<file path="src/rtl/move_pkg.sv">
// Shared types and keycode constants for the sprite move scheduler.
// Optional KEY_REPEAT_EN enables held-key auto-repeat in move_scheduler.
package move_pkg;

  typedef enum logic [1:0] {
    DIR_UP,
    DIR_DOWN,
    DIR_LEFT,
    DIR_RIGHT
  } dir_t;

  typedef enum logic [1:0] {
    IDLE,
    LOAD,
    RUN
  } state_t;

  localparam logic [15:0] KEY_W     = 16'h001A;
  localparam logic [15:0] KEY_S     = 16'h0016;
  localparam logic [15:0] KEY_A     = 16'h0004;
  localparam logic [15:0] KEY_D     = 16'h0007;
  localparam logic [15:0] KEY_SPACE = 16'h002C;

endpackage

</file>
<file path="src/rtl/cmd_fifo.sv">
// Small synchronous command queue of move directions.
// Flush has priority over push and pop.
module cmd_fifo
  import move_pkg::*;
#(
  parameter int DEPTH = 4
) (
  input  logic                     Clk,
  input  logic                     Reset,
  input  logic                     push,
  input  logic                     pop,
  input  logic                     flush,
  input  dir_t                     din,
  output dir_t                     dout,
  output logic                     full,
  output logic                     empty,
  output logic [$clog2(DEPTH):0]   count
);

  localparam int AW = $clog2(DEPTH);

  dir_t            mem [DEPTH];
  logic [AW-1:0]   rd_ptr;
  logic [AW-1:0]   wr_ptr;
  logic            wr_en;
  logic            rd_en;

  assign full  = count == (AW+1)'(DEPTH);
  assign empty = count == '0;
  assign wr_en = push && !full && !flush;
  assign rd_en = pop && !empty && !flush;
  assign dout  = mem[rd_ptr];

  always_ff @(posedge Clk) begin
    if (wr_en) mem[wr_ptr] <= din;
  end

  always_ff @(posedge Clk or posedge Reset) begin
    if (Reset) begin
      rd_ptr <= '0;
      wr_ptr <= '0;
      count  <= '0;
    end else if (flush) begin
      rd_ptr <= '0;
      wr_ptr <= '0;
      count  <= '0;
    end else begin
      if (wr_en) wr_ptr <= wr_ptr + 1'b1;
      if (rd_en) rd_ptr <= rd_ptr + 1'b1;
      case ({wr_en, rd_en})
        2'b10:   count <= count + 1'b1;
        2'b01:   count <= count - 1'b1;
        default: ;
      endcase
    end
  end

endmodule

</file>
<file path="src/rtl/move_scheduler.sv">
// Keycode-driven sprite move scheduler with boundary blocking.
// Define KEY_REPEAT_EN to re-push held movement keys periodically.
module move_scheduler
  import move_pkg::*;
#(
  parameter int FIFO_DEPTH      = 4,
  parameter int STEP            = 1,
  parameter int FRAMES_PER_MOVE = 8,
  parameter int X_MIN           = 0,
  parameter int X_MAX           = 639,
  parameter int Y_MIN           = 0,
  parameter int Y_MAX           = 479,
`ifdef KEY_REPEAT_EN
  parameter int REPEAT_FRAMES   = 16,
`endif
  parameter int SIZE            = 4
) (
  input  logic                          Clk,
  input  logic                          Reset,
  input  logic                          frame_tick,
  input  logic [15:0]                   keycode,
  input  logic [9:0]                    pos_x,
  input  logic [9:0]                    pos_y,
  output logic [9:0]                    Motion_X,
  output logic [9:0]                    Motion_Y,
  output logic                          motion_valid,
  output logic                          busy,
  output logic                          blocked,
  output logic                          fifo_full,
  output logic [$clog2(FIFO_DEPTH):0]   fifo_count,
  output logic [7:0]                    drop_count
);

  localparam int FW = $clog2(FRAMES_PER_MOVE + 1);
  localparam logic [9:0] STEP_P = 10'(STEP);
  localparam logic [9:0] STEP_N = 10'(-STEP);

  logic [15:0]   prev_key;
  logic          key_chg;
  logic          is_move;
  logic          key_flush;
  logic          push;
  logic          pop;
  logic          empty;
  logic          hit;
  dir_t          kdir;
  dir_t          head;
  dir_t          cur_dir;
  state_t        state;
  logic [FW-1:0] frame_cnt;
  logic [10:0]   px;
  logic [10:0]   py;

  assign key_chg   = keycode != prev_key;
  assign key_flush = key_chg && (keycode == KEY_SPACE);
  assign pop       = state == LOAD;
  assign px        = {1'b0, pos_x};
  assign py        = {1'b0, pos_y};

  always_comb begin
    is_move = 1'b0;
    kdir    = DIR_UP;
    unique case (1'b1)
      (keycode == KEY_W): begin is_move = 1'b1; kdir = DIR_UP;    end
      (keycode == KEY_S): begin is_move = 1'b1; kdir = DIR_DOWN;  end
      (keycode == KEY_A): begin is_move = 1'b1; kdir = DIR_LEFT;  end
      (keycode == KEY_D): begin is_move = 1'b1; kdir = DIR_RIGHT; end
      default: ;
    endcase
  end

`ifdef KEY_REPEAT_EN
  localparam int RW = $clog2(REPEAT_FRAMES);
  logic [RW-1:0] rpt_cnt;
  logic          rpt_fire;

  // Ticks seen since the key last changed; wraps on each re-push.
  assign rpt_fire = !key_chg && is_move && frame_tick &&
                    (rpt_cnt == RW'(REPEAT_FRAMES - 1));
  assign push = is_move && (key_chg || rpt_fire);

  always_ff @(posedge Clk or posedge Reset) begin
    if (Reset)                      rpt_cnt <= '0;
    else if (key_chg)               rpt_cnt <= '0;
    else if (is_move && frame_tick) rpt_cnt <= rpt_fire ? '0 : rpt_cnt + 1'b1;
  end
`else
  assign push = is_move && key_chg;
`endif

  always_comb begin
    case (cur_dir)
      DIR_RIGHT: hit = (px + 11'(SIZE + STEP)) > 11'(X_MAX);
      DIR_LEFT:  hit = px < 11'(X_MIN + SIZE + STEP);
      DIR_DOWN:  hit = (py + 11'(SIZE + STEP)) > 11'(Y_MAX);
      default:   hit = py < 11'(Y_MIN + SIZE + STEP);
    endcase
  end

  cmd_fifo #(.DEPTH(FIFO_DEPTH)) u_fifo (
    .Clk   (Clk),
    .Reset (Reset),
    .push  (push),
    .pop   (pop),
    .flush (key_flush),
    .din   (kdir),
    .dout  (head),
    .full  (fifo_full),
    .empty (empty),
    .count (fifo_count)
  );

  always_ff @(posedge Clk or posedge Reset) begin
    if (Reset) begin
      state        <= IDLE;
      prev_key     <= '0;
      cur_dir      <= DIR_UP;
      frame_cnt    <= '0;
      Motion_X     <= '0;
      Motion_Y     <= '0;
      motion_valid <= 1'b0;
      busy         <= 1'b0;
      blocked      <= 1'b0;
      drop_count   <= '0;
    end else begin
      prev_key     <= keycode;
      motion_valid <= 1'b0;
      blocked      <= 1'b0;
      if (push && fifo_full && drop_count != 8'hFF)
        drop_count <= drop_count + 8'd1;
      if (key_flush) begin
        state    <= IDLE;
        busy     <= 1'b0;
        Motion_X <= '0;
        Motion_Y <= '0;
      end else begin
        case (state)
          IDLE: begin
            Motion_X <= '0;
            Motion_Y <= '0;
            if (!empty) begin
              state <= LOAD;
              busy  <= 1'b1;
            end
          end
          LOAD: begin
            Motion_X  <= '0;
            Motion_Y  <= '0;
            cur_dir   <= head;
            frame_cnt <= FW'(FRAMES_PER_MOVE);
            state     <= RUN;
          end
          RUN: begin
            if (frame_tick) begin
              Motion_X <= '0;
              Motion_Y <= '0;
              if (hit) begin
                blocked <= 1'b1;
                busy    <= 1'b0;
                state   <= IDLE;
              end else begin
                motion_valid <= 1'b1;
                frame_cnt    <= frame_cnt - 1'b1;
                case (cur_dir)
                  DIR_RIGHT: Motion_X <= STEP_P;
                  DIR_LEFT:  Motion_X <= STEP_N;
                  DIR_DOWN:  Motion_Y <= STEP_P;
                  default:   Motion_Y <= STEP_N;
                endcase
                if (frame_cnt == FW'(1)) begin
                  busy  <= 1'b0;
                  state <= IDLE;
                end
              end
            end
          end
          default: state <= IDLE;
        endcase
      end
    end
  end

endmodule
</file>
<file path="config.mk">
export PLATFORM = sky130hd
export DESIGN_NAME = move_scheduler
export DESIGN_NICKNAME = d
export VERILOG_FILES = /design/src/rtl/move_pkg.sv /design/src/rtl/cmd_fifo.sv /design/src/rtl/move_scheduler.sv
export SDC_FILE = /design/constraint.sdc
export NUM_CORES = 1
export LEC_CHECK = 0
export ABC_AREA = 1
export BUFFER_PORTS_ARGS = -buffer_cell sky130_fd_sc_hd__buf_2
export CORE_MARGIN = 2
export CORE_UTILIZATION = 35
export DETAILED_ROUTE_END_ITERATION = 16
export SLEW_MARGIN = 20
export SYNTH_ARGS = -nofsm -noshare
export SYNTH_HDL_FRONTEND = slang
export SYNTH_SLANG_ARGS = --single-unit
export TNS_END_PERCENT = 1
</file>
<file path="constraint.sdc">
create_clock -name Clk -period 3.5 [get_ports Clk]
set_input_delay 0.35 -clock Clk [delete_from_list [all_inputs] [get_ports Clk]]
set_output_delay 0.35 -clock Clk [all_outputs]
set_load 0.01 [all_outputs]
</file>
# Word-level counts from Yosys, hierarchy flattened
# Memory sizes are Yosys's and may differ from the RTL's. A register that Yosys moved wholly into a read port is not among the register bits.
# Index checks and enable logic that the tools add are counted.
# classes
muxes,44
n_eq_ne,21
n_reduce_logical,27
addsub,8
order_cmp,4
n_bitwise,1
# op_table
op,n
10-bit one-hot mux with 2 select lines,4
10-bit two-way mux,6
"16-bit by 3-bit equality test with 1-bit output, second input constant",2
"16-bit by 5-bit equality test with 1-bit output, second input constant",2
"10-bit by 3-bit adder with 11-bit output, second input constant",2
"10-bit by 3-bit < comparator with 1-bit output, second input constant",2
2-bit two-way mux,9
"16-bit by 6-bit equality test with 1-bit output, second input constant",1
1-bit two-way mux,16
16-bit inequality test,1
2-bit one-hot mux with 3 select lines,2
"11-bit by 10-bit > comparator with 1-bit output, second input constant",1
"11-bit by 9-bit > comparator with 1-bit output, second input constant",1
3-bit nonzero test,3
"8-bit by 1-bit adder with 8-bit output, second input constant",1
"2-bit equality test, second input constant",4
1-bit logical AND,8
4-bit two-way mux,2
"8-bit inequality test, second input constant",1
4-bit one-hot mux with 2 select lines,1
4-bit AND reduction,2
"2-bit by 1-bit equality test with 1-bit output, second input constant",3
"3-bit by 2-bit inequality test with 1-bit output, second input constant",2
3-bit one-hot mux with 2 select lines,1
other kinds (20),28
# totals
inputBits,39
register_bits,60
output_inout_bits,35
ram_bits,8
word_cells,118
memories,1
# memory_table
name,words,width,rd,rd_ports_with_merged_regs,wr,line,source
u_fifo.mem,4,2,1,1,1,cmd_fifo.sv:22,dir_t mem [DEPTH];

# Longest topological paths before layout
# Gate-level depths: netlist (run 1).
# logic_depth
ltp_word,9
ltp_mapped,18
mapped_depth_nobuf,18

# By module
# Synthesis (run 1) repeated with hierarchy kept, for this count alone.
# unflattened
cells_unflattened,477
hier_area_um2,3617.2
# modules_own_cells
module,cells_each,n_inst,seq_area_each_um2,area_per_inst_um2
move_scheduler,391,1,975.9,2825.2
cmd_fifo,86,1,415.4,792.0

# Least setup slack after synthesis (run 1)
# No wires, ideal clock.
# synth_timing
path_type,input port to flip-flop
from,in keycode[12]
to,reg u_fifo.count[2]
arrival_ns,2.016
stages,14
required_ns,3.381
setup_ns,0.119
path_buffers,0
setup_slack_ns,1.365
path_cell_list,nor2_1 nand3_1 nor2_2 inv_1 nor2_1 nand2_4 nand2_2 inv_2 nand2_2 inv_1 fa_1 xor2_1 xor2_1 o21ai_2
# synth_via
elab_chain_len,9
elab_cells_between_ends,19
cone_classes,eq/ne: 8; mux: 3; reduce/logical: 8
# synth_lines
element,line,source
start: declaration,move_scheduler.sv:21,"input logic [15:0] keycode,"
"16-bit by 5-bit equality test with 1-bit output, or another cell as far along",move_scheduler.sv:64,(keycode == KEY_W): begin is_move = 1'b1; kdir = DIR_UP; end
4-bit OR reduction (no source line),n/a,
1-bit two-way mux,move_scheduler.sv:63,unique case (1'b1)
1-bit logical AND,move_scheduler.sv:88,assign push = is_move && key_chg;
1-bit logical AND (2 in series),cmd_fifo.sv:30,assign wr_en = push && !full && !flush;
2-bit by 1-bit equality test with 1-bit output / 2-bit equality test (equally long branches),cmd_fifo.sv:50,"case ({wr_en, rd_en})"
3-bit one-hot mux with 2 select lines,cmd_fifo.sv:50,
3-bit two-way mux,cmd_fifo.sv:43,end else if (flush) begin
end signal: assignment,cmd_fifo.sv:51,2'b10: count <= count + 1'b1;
end signal: assignment,cmd_fifo.sv:52,2'b01: count <= count - 1'b1;
end: declaration,cmd_fifo.sv:17,output logic [$clog2(DEPTH):0] count
# Several ways; a longest one is shown, not always the timed one.
# A chain may end at the register's enable or synchronous reset.

# Final worst setup path (run 1)
# layout_timing
from,reg prev_key[5]
to,reg u_fifo.count[2]
# layout_via
elab_chain_len,7
elab_cells_between_ends,12
cone_classes,eq/ne: 3; mux: 2; reduce/logical: 7
# layout_lines
element,line,source
start: declaration,move_scheduler.sv:38,logic [15:0] prev_key;
start signal: assignment,move_scheduler.sv:126,prev_key <= keycode;
16-bit inequality test *,move_scheduler.sv:54,assign key_chg = keycode != prev_key;
1-bit logical AND (on tied branches),"move_scheduler.sv:55, move_scheduler.sv:88",
1-bit logical NOT / 1-bit logical AND (equally long branches),"cmd_fifo.sv:30, cmd_fifo.sv:31",
1-bit logical AND (on tied branches),"cmd_fifo.sv:31, cmd_fifo.sv:30",
2-bit by 1-bit equality test with 1-bit output / 2-bit equality test (equally long branches),cmd_fifo.sv:50,
3-bit one-hot mux with 2 select lines,cmd_fifo.sv:50,
3-bit two-way mux,cmd_fifo.sv:43,
# Every way passes the cells marked *; elsewhere a longest branch is shown, timed or not.

==> out/results.txt, run 1 <==
status: completed
Vias/cell: 4.47
clock slew at reported path FFs: 0.09 ns
Combinational Power Share: 0.239
dominant cell type by area after synthesis: dfrtp_1
relative slew slack: 0.464
Final period util: 0.615
layout cells sized above 1: 0.221
CTS Buf Count: 5
post-synth cell types: 36
most common cell in the netlist: nand2_1
sw frac: 0.319
Layout area overhead: 14.2%
final setup violation count: 0
Post-CTS Setup Bufs: 0
M3 GR Usage: 0.0296
met1 Use GR: 0.160
Clk Tree Root Cell: clkbuf_8
Synth Instances: 464
P_int: 0.000943 W
WL per Instance: 10.3 um
setup repair after global routing missed its margin: no
P per Cell Area: 349 nW/um^2
leakage power: 2.26 nW
Post-DP HPWL: 5430 um
CP Max Fanout: 6
vias in the first global route: 2825
Ports: 74
Least-Margin Pin Slew: 0.802 ns
clock tree sinks: 54
routability cong.: 0.824
final hold vios: 0
Worst Setup Path Type: reg2reg
Synth area leaders: dfrtp_1, nand2_1, inv_1
drt first pass iters: 4
htree depth: 2
clk_lat worst skew: 0.30 ns
post-cts sizing count: 0
initial antenna violation count: 0
met2 usage: 0.239
total gr overflow: 0
crit path DAT: 2.34 ns
worst hold margin: 0.172 ns
CTS tree: yes
skew final: 0.00675 ns
max cap viols: 0
DR iter-0 viols: 126
antenna diode count: 0
Psw: 0.000442 W
CTS Buffer Depth: 2
CTS Hold Bufs: 0
Core Region: 9730 um^2
Starting Density: 0.358
Reg power frac: 0.522
Syn. warnings: 0
top-area cell type share of the netlist area: 0.331
minimum clock period: 2.15 ns
DR DRC count: 0
largest net degree at the start of global routing: 47
sequential fraction of the synthesis area: 0.400
Synth Flop Type: dfrtp_1
post-synthesis sequential element count: 54
global routing's busiest layer: met2
utilization after layout: 0.408
syn nets: 517
Die Ht: 104 um
Fin Setup TNS: 0 ns
Clk pwr share: 0.239
commonest cells in the netlist: nand2_1, inv_1, nor2_1, dfrtp_1, nand3_1
Final nets: 581
Post-synth ARST share: 0.852
Die Width: 104 um
max-slew violations: 0
die area: 10800 um^2
Cell Area, Synth: 3480 um^2
highest achievable clock rate: 465 MHz
first-pass GRT wire length: 12100 um
# rows: 36
Post-Route WL: 6840 um
crit path launch type: register
peak supply drop: 0.181 mV
CP endpoint kind: register
Post-synth EDFFs: 8
Syn Area/Cell: 7.50 um^2
GRT Total Usage: 0.132
CP Data Required Time: 3.69 ns
IO Port Bufs: 73
hold crit path type: in2async
Detail Route Antenna Nets: 0
via count: 2959
==> cells in the final DEF, fill, tap and decap left out, types with 6 or more instances in the layout <==
cell,n
dfrtp_1,46
nand2_2,8
nand2_1,121
xor2_1,17
nand4_1,9
nor3_1,7
a21oi_1,6
o21ai_0,9
nand3_1,18
inv_1,73
ha_1,13
edfxtp_1,8
inv_2,9
nor2_1,60
buf_2,73
==> per-stage QoR <==
step	worst slack [ns]	total power [W]	area, um^2	cells
after floorplan	1.37	0.000968	3480	464
final	1.35	0.00139	3970	662
after detailed placement	1.03	0.00107	3890	654
after global placement	1.10	0.00106	3890	654
after global routing	1.13	0.00150	3970	662
after CTS	1.31	0.00142	3970	662
==> power groups by stage <==
stage / clock (W) / sequential [W] / combinational [W]
3_5_place_dp: 0 / 0.000736 / 0.000336
2_1_floorplan: 0 / 0.000730 / 0.000237
4_1_cts: 0.000356 / 0.000723 / 0.000339
3_3_place_gp: 0 / 0.000735 / 0.000329
6_report: 0.000331 / 0.000723 / 0.000332
5_1_grt: 0.000377 / 0.000731 / 0.000388
==> area by class of cell <==
type / instances / area [um^2]
timing repair buffer: 73 / 365
tap: 133 / 166
multi-input combinational: 311 / 1660
sequential: 54 / 1390
inverter: 83 / 313
fill: 1065 / 5760
clock buffer: 8 / 80.1
==> final timing paths <==
check / startpoint / endpoint / slack, ns / cells past startpoint
setup reg to reg: prev_key[5] / u_fifo.count[2] / 1.35 / 14
hold reg to reg: busy / busy / 0.48 / 2
min in group Clk: keycode[8] / prev_key[8] / 0.18 / 1
hold / removal: Reset / drop_count[6] / 0.17 / 2
setup / recovery: prev_key[5] / u_fifo.count[2] / 1.35 / 14
max in group asynchronous: Reset / u_fifo.wr_ptr[1] / 2.85 / 2
==> kinds of logic after synthesis <==
| family | share of synthesized area |
|---|---|
| adder cells (fa/ha/maj) | 0.0525 |
| XOR/XNOR | 0.0428 |
| multiplexers | 0.00324 |
| AO/OA/AOI/OAI | 0.0637 |
| flip-flops | 0.400 |
| AND/OR/NAND/NOR | 0.314 |
| buffers and inverters | 0.124 |
==> per-layer routing <==
metal / routed length [um] / vias up / part of all wire
li1: - / 1557 / -
met1: 3200 / 1329 / 0.47
met2: 3260 / 68 / 0.48
met3: 344 / 5 / 0.050
met4: 30 / 0 / 0.0044
met5: 0 / - / 0
==> flip-flops by register name, indices dropped and copies added (netlist names) <==
signal,flops
u_fifo.rd_ptr,2
Motion_X,2
u_fifo.count,3
state,2
drop_count,8
Motion_Y,2
prev_key,16
motion_valid,1
frame_cnt,4
blocked,1
u_fifo.mem,8
busy,1
cur_dir,2
u_fifo.wr_ptr,2
==> worst max-delay path: stages (launching register included) <==
cell     delay, ns
dfrtp_1       0.38
xor2_1        0.14
nor2_1        0.06
nand2_1       0.12
nor2_4        0.05
nand2_4       0.13
nand2_4       0.10
nand2_2       0.09
inv_2         0.04
nand2_2       0.08
inv_1         0.06
fa_1          0.37
xor2_1        0.19
xor2_1        0.18
o21ai_2       0.06
(Power assumes the default switching activity.)
==> run 2: changes to the inputs <==
clock period = 1.91 ns   (was 3.5 ns; I/O delays follow)
==> run 2 against run 1 <==
The run now ends with negative hold slack, negative setup slack left. Critical path type unchanged. Clock skew is 0.0016 ns higher. Critical path depth unchanged. Total power is 100% higher. Critical endpoint unchanged. Hold slack got worse by 0.19 ns. Worst setup slack got worse by 1.4 ns. Final area rose by 9.6%.
==> out/results.txt, run 2 (synthesized netlist as in run 1, its figures left out) <==
crit path DAT: 2.13 ns (-0.21 ns)
Post-Route WL: 7140 um (+4.4%)
most common cell after layout, fill and taps aside: nand2_1
cells along the critical path: xor2_1 > nor2_1 > nand2_1 > nor2_2 > nand2_4 > nand2_4 > nand2_4 > inv_2 > nand2_2 > inv_2 > fa_2 > xor2_2 > xor2_1 > o21ai_2
hold crit path type: in2async
CTS tree: yes
global routing's busiest layer: met2
worst hold margin: -0.0211 ns (-0.193 ns)
CTS Buffer Depth: 2 (unchanged)
max cap viols: 0 (unchanged)
# rows: 36 (unchanged)
Largest register FFs: 16 (unchanged)
Final Instance Area: 4360 um^2 (+9.6%)
P per Cell Area: 642 nW/um^2 (+84%)
slowest cell delay on critical path: 0.39 ns (about the same)
Filler cells: 1005 (-5.6%)
Final nets: 620 (+6.7%)
final setup violation count: 2 (+2)
Clk Tree Root Cell: clkbuf_8
Worst Setup Path Type: reg2reg
IO Port Bufs: 73 (unchanged)
antenna diode count: 0 (unchanged)
WL per Instance: 10.2 um (-1.4%)
via count: 3109 (+5.1%)
skew final: 0.00833 ns (+0.00158 ns)
R2R setup slack: -0.02 ns (-1.37 ns)
Largest regs: prev_key (16), drop_count (8), u_fifo.mem (8)
largest net degree at the start of global routing: 33 (-30%)
clock tree sinks: 54 (unchanged)
die area: 10800 um^2 (unchanged)
routability cong.: 0.843 (+2.2%)
failing checks: negative hold slack, negative setup slack
FF-to-FF Start: prev_key[13]
met1 Use GR: 0.168 (+0.00873)
leakage power: 2.46 nW (+8.9%)
most frequent CP cell: nand2_4
met2 usage: 0.257 (+0.0175)
DR DRC count: 0 (unchanged)
Core Region: 9730 um^2 (unchanged)
CP Max Fanout: 4 (-2)
crit path launch type: register
final hold vios: 22 (+22)
Placed Instances: 688 (+5.2%)
setup repair after global routing missed its margin: yes
Layout area overhead: 25.2%
Cell Count, Final, Fillers Out: 701 (+5.9%)
Setup Slack @ Placement: -0.234 ns (-1.26 ns)
Die Ht: 104 um (unchanged)
peak supply drop: 0.339 mV (+87%)
initial antenna violation count: 0 (unchanged)
max-slew violations: 0 (unchanged)
htree depth: 2 (unchanged)
vias in the first global route: 3057 (+8.2%)
R2R cell count: 14 (unchanged)
GRT Total Usage: 0.139 (+0.00656)
first-pass GRT wire length: 12800 um (+6.0%)
Ports: 74 (unchanged)
M3 GR Usage: 0.0220 (-0.00755)
total gr overflow: 0 (unchanged)
status: finished, violations left
Biggest register: prev_key
clock slew at reported path FFs: 0.09 ns (about the same)
Detail Route Antenna Nets: 0 (unchanged)
CP max stage cell: dfrtp_1
CTS Buf Count: 5 (unchanged)
worst setup margin: -0.0160 ns (-1.37 ns)
Final period util: 1.01 (+0.394)
Vias/cell: 4.44 (-0.78%)
relative slew slack: 0.546 (+0.0817)
Post-DP HPWL: 5730 um (+5.5%)
CP endpoint kind: register
drt first pass iters: 4 (unchanged)
commonest non-fill, non-tap cells in the layout: nand2_1, buf_2, inv_1
Least-Margin Pin Slew: 0.680 ns (-0.123 ns)
Setup crit start: prev_key[13]
highest achievable clock rate: 519 MHz (+12%)
clk_lat worst skew: 0.30 ns (about the same)
Starting Density: 0.358 (unchanged)
DR iter-0 viols: 78 (-38%)
layout cells sized above 1: 0.299 (+0.0781)
Die Width: 104 um (unchanged)
minimum clock period: 1.93 ns (-0.225 ns)
placed inst area: 4150 um^2 (+6.7%)
CP Data Required Time: 2.11 ns (-1.58 ns)
## run 2: where the power goes
| group | total (W) | leakage (nW) | switching, W | internal [W] |
|---|---|---|---|---|
| registers | 0.00132 | 0.661 | 0.0000676 | 0.00125 |
| logic | 0.000692 | 1.74 | 0.000416 | 0.000275 |
| clock network | 0.000790 | 0.0585 | 0.000362 | 0.000428 |
| total | 0.00280 | 2.46 | 0.000846 | 0.00195 |
## run 2: cell type report
type	instances	area, um^2	area share
timing repair buffer	112	662	0.152
clock buffer	7	86.3	0.0198
inverter	83	312	0.0715
clock inverter	1	30.0	0.00689
sequential	54	1390	0.320
multi-input combinational	311	1710	0.392
tap	133	166	0.0382
## run 2: worst paths after layout
| path | end |
|---|---|
| worst max-delay path | u_fifo.count[2] |
| worst min-delay path | drop_count[2] |
| worst max register to register | u_fifo.count[2] |
| min in group Clk | prev_key[8] |
| max in group asynchronous | Motion_Y[0] |
| worst min register to register | busy |
## run 2: metrics by stage
step	power, W	utilization	setup TNS, ns
2_1_floorplan	0.00177	-	-0.0179
3_3_place_gp	0.00201	0.427	-0.233
3_5_place_dp	0.00202	0.427	-0.527
4_1_cts	0.00283	0.441	-0.0646
5_1_grt	0.00301	0.448	-1.21
6_report	0.00280	0.448	-0.0319
## run 2: critical path, delay by kind of cell, from the launching register on
family,cells,cell delay (ns)
AOI/OAI and AO/OA,1,0.06
xor gates and xnor gates,3,0.49
adders and majority gates,1,0.35
buffers and inverters,2,0.07
DFF,1,0.39
and+or+nand+nor,7,0.47
## run 2: repair_timing
action,4_1_cts,5_1_grt
endpoints found under the setup margin,2,23
gates resized for setup,2,10
hold buffers,0,0
pin swaps,9,6
setup buffers,3,2
## run 2: layer usage
metal  vias up  wire length [um]
li1       1626                 -
met1      1403              3150
met2        72              3620
met3         8               304
met4         0                73
met5         -                 0
==> run 3: changes to the inputs <==
CORE_MARGIN = 3   (was 2)
==> run 3 against run 2 <==
The flow finishes with violations (negative setup slack). Clock power is 2% lower. Via count down 0.90%. Die area up 3.9%. Utilization rose by 1.2 points. Register-to-register slack got worse by 0.02 ns. Clock skew is 0.0057 ns higher. Fmax shrank 0.93%. Routed wire length grew 0.87%. Final area shrank 0.14%. Hold slack improved by 0.042 ns. First-iteration DRC count rose by 71%. Critical path type unchanged.
==> out/results.txt, run 3 (synthesized netlist as in run 1, its figures left out) <==
htree depth: 2 (unchanged)
utilization after layout: 0.460 (+0.0121)
failing checks: negative setup slack
vias in the first global route: 3025 (-1.0%)
relative slew slack: 0.697 (+0.151)
initial antenna violation count: 0 (unchanged)
Least-Margin Pin Slew: 0.453 ns (-0.227 ns)
IO Port Bufs: 73 (unchanged)
cells along the critical path: inv_1 > nand2_1 > nand2_1 > nor2_1 > nand2_1 > nor2_4 > nand2_4 > nand2_4 > nand2_4 > inv_2 > nand2_2 > inv_2 > fa_2 > xor2_2 > xor2_1 > o21ai_2
CP max stage cell: dfrtp_1
die area: 11200 um^2 (+3.9%)
Die Ht: 106 um (+1.9%)
R2R setup slack: -0.03 ns (-0.02 ns)
clk_lat worst skew: 0.31 ns (about the same)
Largest register FFs: 16 (unchanged)
DR iter-0 viols: 133 (+71%)
slowest cell delay on critical path: 0.38 ns (about the same)
leakage power: 2.46 nW (-0.30%)
R2R cell count: 16 (+2)
WL per Instance: 10.4 um (+1.7%)
max cap viols: 0 (unchanged)
Layout area overhead: 25.0%
min-delay src: keycode[15]
worst hold margin: 0.0206 ns (+0.0417 ns)
status: finished, violations left
Largest regs: prev_key (16), drop_count (8), u_fifo.mem (8)
Core Region: 9460 um^2 (-2.8%)
Biggest register: prev_key
clock slew at reported path FFs: 0.11 ns (+0.02 ns)
max-slew violations: 0 (unchanged)
setup repair after global routing missed its margin: yes
via count: 3081 (-0.90%)
CP delay by family, top: simple AND/OR/NAND/NOR gates
CP Max Fanout: 4 (unchanged)
highest achievable clock rate: 514 MHz (-0.93%)
worst setup margin: -0.0340 ns (-0.0180 ns)
skew final: 0.0140 ns (+0.00569 ns)
Post-DP HPWL: 5850 um (+2.1%)
antenna diode count: 0 (unchanged)
hold path depth: 1
drt first pass iters: 4 (unchanged)
Ports: 74 (unchanged)
largest net degree at the start of global routing: 31 (-6.1%)
Die Width: 106 um (+1.9%)
hold crit path type: in2reg
Worst Setup Path Type: reg2reg
total gr overflow: 0 (unchanged)
FF-to-FF Start: prev_key[4]
clock tree sinks: 54 (unchanged)
Post-Route WL: 7200 um (+0.87%)
crit path launch type: register
Final nets: 618 (-0.32%)
first-pass GRT wire length: 12800 um (-0.27%)
most common cell after layout, fill and taps aside: nand2_1
final hold vios: 0 (-100%)
Final period util: 1.02 (+0.00944)
GRT Total Usage: 0.134 (-0.00483)
Post-CTS Setup Bufs: 0 (-3)
final setup violation count: 1 (-1)
CP endpoint kind: register
minimum clock period: 1.94 ns (+0.0180 ns)
CP Data Required Time: 2.12 ns (about the same)
routability cong.: 0.796 (-5.5%)
DR DRC count: 0 (unchanged)
Starting Density: 0.368 (+0.0102)
Buf/Inv on CP: 3 (+1)
CTS Buf Count: 5 (unchanged)
Critical R2R Capture: u_fifo.count[2]
CTS Buffer Depth: 2 (unchanged)
peak supply drop: 0.471 mV (+39%)
CTS tree: yes
Clk Tree Root Cell: clkbuf_8
Detail Route Antenna Nets: 0 (unchanged)
layout cells sized above 1: 0.292 (-0.00778)
Vias/cell: 4.43 (about the same)
commonest non-fill, non-tap cells in the layout: nand2_1, buf_2, inv_1
Hold Crit Endpoint: prev_key[15]
# rows: 35 (-2.8%)
crit path DAT: 2.16 ns (+0.03 ns)
P per Cell Area: 636 nW/um^2 (-0.94%)
run 3: final cells by class:
| cell class | instances | area (um^2) |
|---|---|---|
| timing repair buffer | 110 | 671 |
| sequential | 54 | 1390 |
| multi-input combinational | 311 | 1700 |
| fill | 967 | 5110 |
| clock buffer | 6 | 72.6 |
| inverter | 83 | 312 |
| clock inverter | 2 | 37.5 |
| tap | 129 | 161 |
run 3: worst max-delay path by stage:
stage	end	start	cells past startpoint	slack (ns)
6_report	u_fifo.count[2]	prev_key[4]	16	-0.03
5_1_grt	u_fifo.count[2]	prev_key[7]	16	-0.17
3_5_place_dp	u_fifo.count[2]	keycode[11]	15	-0.24
4_1_cts	u_fifo.count[2]	prev_key[4]	16	-0.03
3_3_place_gp	u_fifo.count[2]	keycode[10]	15	-0.19
2_1_floorplan	u_fifo.count[2]	prev_key[1]	16	-0.02
run 3: metal layers:
layer | GRT usage | routed length (um)
met4 | 0.0222 | 58
met1 | 0.155 | 3190
met5 | 0 | 0
met2 | 0.259 | 3600
met3 | 0.0233 | 353
run 3: what timing repair did:
item / in CTS / in global routing
hold endpoints to repair: 16 / 0
cloned: 0 / 0
gates resized for setup: 3 / 6
hold buffers: 1 / 0
endpoints found under the setup margin: 2 / 10
pin swaps: 3 / 1
run 3: stage by stage:
| stage | instance area (um^2) | instances | setup slack [ns] | total power, W | TNS [ns] |
|---|---|---|---|---|---|
| 4_1_cts | 4320 | 695 | -0.0288 | 0.00279 | -0.0288 |
| 5_1_grt | 4350 | 695 | -0.171 | 0.00296 | -0.307 |
| 3_5_place_dp | 4190 | 686 | -0.239 | 0.00201 | -0.849 |
| 2_1_floorplan | 3490 | 464 | -0.0179 | 0.00177 | -0.0179 |
| 3_3_place_gp | 4190 | 686 | -0.189 | 0.00200 | -0.365 |
| 6_report | 4350 | 695 | -0.0340 | 0.00277 | -0.0340 |
run 3: where the power goes:
part | internal (W) | switching (W)
registers | 0.00125 | 0.0000681
clock network | 0.000392 | 0.000379
logic | 0.000271 | 0.000409
total | 0.00191 | 0.000856
run 3: worst register-to-register path, cell delays in order, from the launching register on:
cell	delay [ns]
dfrtp_1	0.38
inv_1	0.05
nand2_1	0.04
nand2_1	0.06
nor2_1	0.05
nand2_1	0.12
nor2_4	0.05
nand2_4	0.08
nand2_4	0.06
nand2_4	0.06
inv_2	0.03
nand2_2	0.06
inv_2	0.04
fa_2	0.35
xor2_2	0.16
xor2_1	0.19
o21ai_2	0.06
